### config.mk
export PLATFORM = sky130hd
export DESIGN_NAME = alu_instr_feeder
export DESIGN_NICKNAME = d
export VERILOG_FILES = /design/src/rtl/alu_pkg.sv /design/src/rtl/alu_instr_fifo.sv /design/src/rtl/alu_instr_feeder.sv
export SDC_FILE = /design/constraint.sdc
export NUM_CORES = 1
export LEC_CHECK = 0
export ABC_CLOCK_PERIOD_IN_PS = 3810
export CORE_UTILIZATION = 35
export CTS_BUF_LIST = sky130_fd_sc_hd__clkbuf_4
export DETAILED_ROUTE_END_ITERATION = 10
export PLACE_DENSITY = 0.64
export SYNTH_ARGS = -nofsm -noshare
export SYNTH_HDL_FRONTEND = slang
export SYNTH_HIERARCHICAL = 1
export SYNTH_SLANG_ARGS = --single-unit
### constraint.sdc
create_clock -name clk -period 3.81 [get_ports clk]
set_input_delay 0.762 -clock clk [delete_from_list [all_inputs] [get_ports clk]]
set_output_delay 0.762 -clock clk [all_outputs]
set_load 0.05 [all_outputs]
### src/rtl/alu_pkg.sv
// Shared ALU definitions: opcode encodings, the bubble instruction and the feeder FSM states.
package alu_pkg;

  localparam logic [3:0] OP_OR   = 4'd0;
  localparam logic [3:0] OP_AND  = 4'd1;
  localparam logic [3:0] OP_XOR  = 4'd2;
  localparam logic [3:0] OP_NOT  = 4'd3;
  localparam logic [3:0] OP_SHL  = 4'd4;
  localparam logic [3:0] OP_SHR  = 4'd5;
  localparam logic [3:0] OP_MOV  = 4'd6;
  localparam logic [3:0] OP_ADD  = 4'd7;
  localparam logic [3:0] OP_ADDC = 4'd8;
  localparam logic [3:0] OP_SUB  = 4'd9;
  localparam logic [3:0] OP_LDL  = 4'd10;
  localparam logic [3:0] OP_LDH  = 4'd11;
  localparam logic [3:0] OP_OUT  = 4'd12;
  localparam logic [3:0] OP_HALT = 4'd13;

  // OR R0,R0,R0: architecturally a no-op.
  localparam logic [11:0] BUBBLE_INSTR = 12'h000;

  typedef enum logic {RUN, HALTED} feeder_state_e;

endpackage

### src/rtl/alu_instr_fifo.sv
// Synchronous FIFO with wrap-bit pointers; occupancy is derived from the pointer difference.
module alu_instr_fifo #(
  parameter int unsigned Width = 12,
  parameter int unsigned Depth = 8,
  localparam int unsigned PtrW = $clog2(Depth)
) (
  input  logic             clk_i,
  input  logic             rst_ni,
  input  logic             push_i,
  input  logic [Width-1:0] data_i,
  input  logic             pop_i,
  output logic [Width-1:0] head_o,
  output logic [PtrW:0]    count_o,
  output logic             full_o,
  output logic             empty_o
);

  logic [PtrW:0]    wptr_q, rptr_q;
  logic [Width-1:0] mem_q [Depth];

  always_ff @(posedge clk_i or negedge rst_ni) begin
    if (!rst_ni) begin
      wptr_q <= '0;
      rptr_q <= '0;
    end else begin
      if (push_i) wptr_q <= wptr_q + 1'b1;
      if (pop_i)  rptr_q <= rptr_q + 1'b1;
    end
  end

  // Storage needs no reset: entries are only visible between the pointers.
  always_ff @(posedge clk_i) begin
    if (push_i) mem_q[wptr_q[PtrW-1:0]] <= data_i;
  end

  assign head_o  = mem_q[rptr_q[PtrW-1:0]];
  assign count_o = wptr_q - rptr_q;
  assign full_o  = (count_o == (PtrW + 1)'(Depth));
  assign empty_o = (wptr_q == rptr_q);

endmodule

### src/rtl/alu_instr_feeder.sv
// ALU front end: buffers pushed instructions and issues one registered instruction per clock,
// substituting bubbles when empty and freezing on halt until resume.
module alu_instr_feeder
  import alu_pkg::*;
#(
  parameter int unsigned instruction_width = 12,
  parameter int unsigned fifo_depth        = 8,
  parameter int unsigned count_width       = 16
) (
  input  logic                           clk,
  input  logic                           rst,
  input  logic [instruction_width-1:0]   in_instr,
  input  logic                           in_valid,
  output logic                           in_ready,
  input  logic                           halt_in,
  input  logic                           resume,
  output logic [instruction_width-1:0]   instruction,
  output logic                           issue_valid,
  output logic                           halted,
  output logic [$clog2(fifo_depth):0]    fifo_count,
  output logic [count_width-1:0]         issued_count
);

  feeder_state_e                 state_q;
  logic [instruction_width-1:0]  instr_q;
  logic                          valid_q;
  logic [count_width-1:0]        issued_q;

  logic                          push, pop, full, empty;
  logic [instruction_width-1:0]  head;

  assign in_ready = !full;
  assign push     = in_valid && in_ready;
  // Pop only when the head is actually being issued this edge.
  assign pop      = (state_q == RUN) && !halt_in && !empty;

  alu_instr_fifo #(
    .Width (instruction_width),
    .Depth (fifo_depth)
  ) u_fifo (
    .clk_i   (clk),
    .rst_ni  (rst),
    .push_i  (push),
    .data_i  (in_instr),
    .pop_i   (pop),
    .head_o  (head),
    .count_o (fifo_count),
    .full_o  (full),
    .empty_o (empty)
  );

  always_ff @(posedge clk or negedge rst) begin
    if (!rst) begin
      state_q  <= RUN;
      instr_q  <= instruction_width'(BUBBLE_INSTR);
      valid_q  <= 1'b0;
      issued_q <= '0;
    end else begin
      instr_q <= instruction_width'(BUBBLE_INSTR);
      valid_q <= 1'b0;
      unique case (state_q)
        RUN: begin
          if (halt_in) begin
            state_q <= HALTED;
          end else if (!empty) begin
            instr_q  <= head;
            valid_q  <= 1'b1;
            issued_q <= issued_q + 1'b1;
          end
        end
        HALTED: begin
          // Resume issues a bubble this edge; the first pop follows on the next.
          if (resume) state_q <= RUN;
        end
        default: state_q <= RUN;
      endcase
    end
  end

  assign instruction  = instr_q;
  assign issue_valid  = valid_q;
  assign halted       = (state_q == HALTED);
  assign issued_count = issued_q;

endmodule
==> results.yml <==
floorplan:
  ioPinCount: 52
  rows: 44
  die_w_um: 126
  core-area_um2: 14700
  initial_core_util_pct: 36.3
  die_h_um: 126
  dieArea_um2: 15800
timing:
  whs_ns: 0.374
  tightest_slew_ns: 0.907
  fin_tns_setup_ns: 0
  skew_ns: 0.0191
  rsz0062_at_grt: "false"
  final-setup-viol-count: 0
  hold_violations: 0
  relSlewSlack_pct: 39.3
  period_needed_ns: 3.13
  fin_crit_sh_pct: 82.1
  fmax_ghz: 0.320
  report.final.slew_viol_count: 0
routing:
  drtPass1Iterations: 8
  route.detailed.wl_per_inst_um: 17.3
  wirelength_mm: 10.1
  vias: 2818
  drt_iter0_markers: 177
  via_per_inst: 4.83
  antenna_left: 0
  drcViolationCount: 6
cells_and_area:
  seq_area_um2: 3830
  drive_gt1_share_pct: 18.3
  nFillCells: 1293
  antenna_cells: 0
  final_nets: 410
  final_util_pct: 43.6
  final_area_um2: 6410
  instances_no_fill: 583
  area_growth_syn_to_layout_pct: 20.0
  multi_input_area_um2: 1410
clocking:
  path_clk_slew_ns: 0.12
  cts_hold_buffers: 0
  ctsResizeCount: 0
  cts_setup_buffers: 0
  cts.path.max_buffers: 2
  clock_tree.root_cell: "clkbuf_4"
  cts.sinks: 134
  numCtsBuffers: 17
  htree_levels: 4
  tritoncts: "done"
  clock_latency_ns: 0.52
synthesis:
  synth_warnings: 6
  ys_seq_area_share_pct: 71.8
  netlist_instances: 314
  synth_common_cells: "96 x edfxtp_1, 49 x nand2_1, 38 x dfrtp_1"
  synth-edff-count: 96
  synth_top_area_share_pct: 54.0
  synthFlopType: "edfxtp_1"
  synth.most_common_cell: "edfxtp_1"
  synth_area_leader_cell: "edfxtp_1"
  synth_area_leaders: "edfxtp_1 54%, dfrtp_1 18%, mux4_2 8.0%"
  syn-cell-area_um2: 5340
  syn_area_per_cell_um2: 17.0
  syn-num-nets: 338
  ys_seq_elements: 134
  yosysUniqueCellTypes: 32
  async_flop_share_pct: 28.4
pwr:
  p_int_uw: 3110
  p_leak_uw: 0.00240
  seqPwrFrac_pct: 40.0
  clkPwrFrac_pct: 20.0
  p_comb_share_pct: 40.0
  power_density_nw_per_um2: 777
  p_sw_share_pct: 37.6
  power.switching_uw: 1870
  vdd_drop_max_mv: 0.343
placed_design:
  dpl.hpwl_mm: 6.33
  dpl_cell_area_um2: 6100
  numPortBuffers: 51
  dp_cells: 551
  place.gp.congestion: 0.757
min_path:
  min_path_type: "primary input to asynchronous set/reset pin"
setup_path:
  start_kind: "flip-flop"
  critPathArrivalTime_ns: 2.37
  cp_max_fo: 4
  crit_type: "flip-flop to output pin"
  end_kind: "output pin"
  crit_path_start: "u_fifo/wptr_q[0]"
  worstReg2RegStart: "u_fifo/wptr_q[0]"
  crit_required_ns: 3.05
global_route:
  antenna_found_initial: 0
  grt_pass1_vias: 2868
  grt_max_degree: 39
  grt_pass1_wl_mm: 16.2
  gr-total-overflow: 0
  track_usage_pct: 14.1
status:
  violations: "DRC"
  status: "finished, violations left"
flow_run:
  max_cap_viol_count: 0
## cell usage in the layout, fill, tap and decap left out, drive strengths merged, types with 9 or more instances in the layout
cell type / instances
xor2: 13
nand2: 49
clkbuf: 21
mux4: 24
nor2: 16
clkdlybuf4s50: 46
inv: 9
and2: 12
xnor2: 10
dfrtp: 38
buf: 17
edfxtp: 96
## area by class of cell
class	instances	area share, %
repair buffers	63	9.33
flip-flops and latches	134	59.8
multi-input cells	162	22.0
clock buffers	21	2.46
well taps	184	3.59
inverters	8	0.468
clock inverters	11	2.38
## cell families after synthesis
group,share of synthesized area (%)
mux,10.7
simple gates,9.46
fa+ha+maj,1.78
compound gates,0.468
flops,71.8
xor+xnor,3.77
buf+inv,2.06
## power by group through the flow
stage | clock network, uW | registers (uW) | logic, uW
floorplan | 0 | 2220 | 1230
CTS | 1030 | 1990 | 2030
finish | 995 | 1990 | 1990
global placement | 0 | 2010 | 2000
detailed placement | 0 | 2020 | 2020
global route | 1090 | 2020 | 2150
## registers in the layout, summed over array words and instances (netlist names)
name	cells
halted	1
u_fifo/rptr_q	4
u_fifo/mem_q	96
issued_count	16
instruction	12
issue_valid	1
u_fifo/wptr_q	4
## final timing paths
kind	slack, ns	endpoint	depth (start not counted)
setup / recovery	0.68	in_ready	7
hold / removal	0.37	instruction[0]	1
setup reg to reg	1.14	u_fifo/mem_q[0][10]	9
hold reg to reg	0.50	issued_count[15]	1
max in group asynchronous	2.87	instruction[7]	1
min in group clk	0.50	issued_count[15]	1
## through the flow
step	setup WS (ns)	total power, uW
floorplan	0.192	3450
global placement	1.00	4020
detailed placement	0.965	4040
CTS	0.598	5050
global route	0.425	5260
finish	0.683	4980
## critical path, stage by stage (launching register included)
cell and delay (ns):
dfrtp_1 0.43, inv_1 0.08, ha_1 0.22, fa_1 0.38, xnor2_1 0.15, nor4_1 0.31
inv_1 0.13, buf_12 0.17
## per-layer routing
metal  global-route usage [%]  share of wire (%)
met3                     4.66                5.5
met2                     21.7                 47
met5                        0                  0
met4                     4.30               0.56
met1                     19.1                 47
No activity file was read; power rests on OpenSTA's default activity.
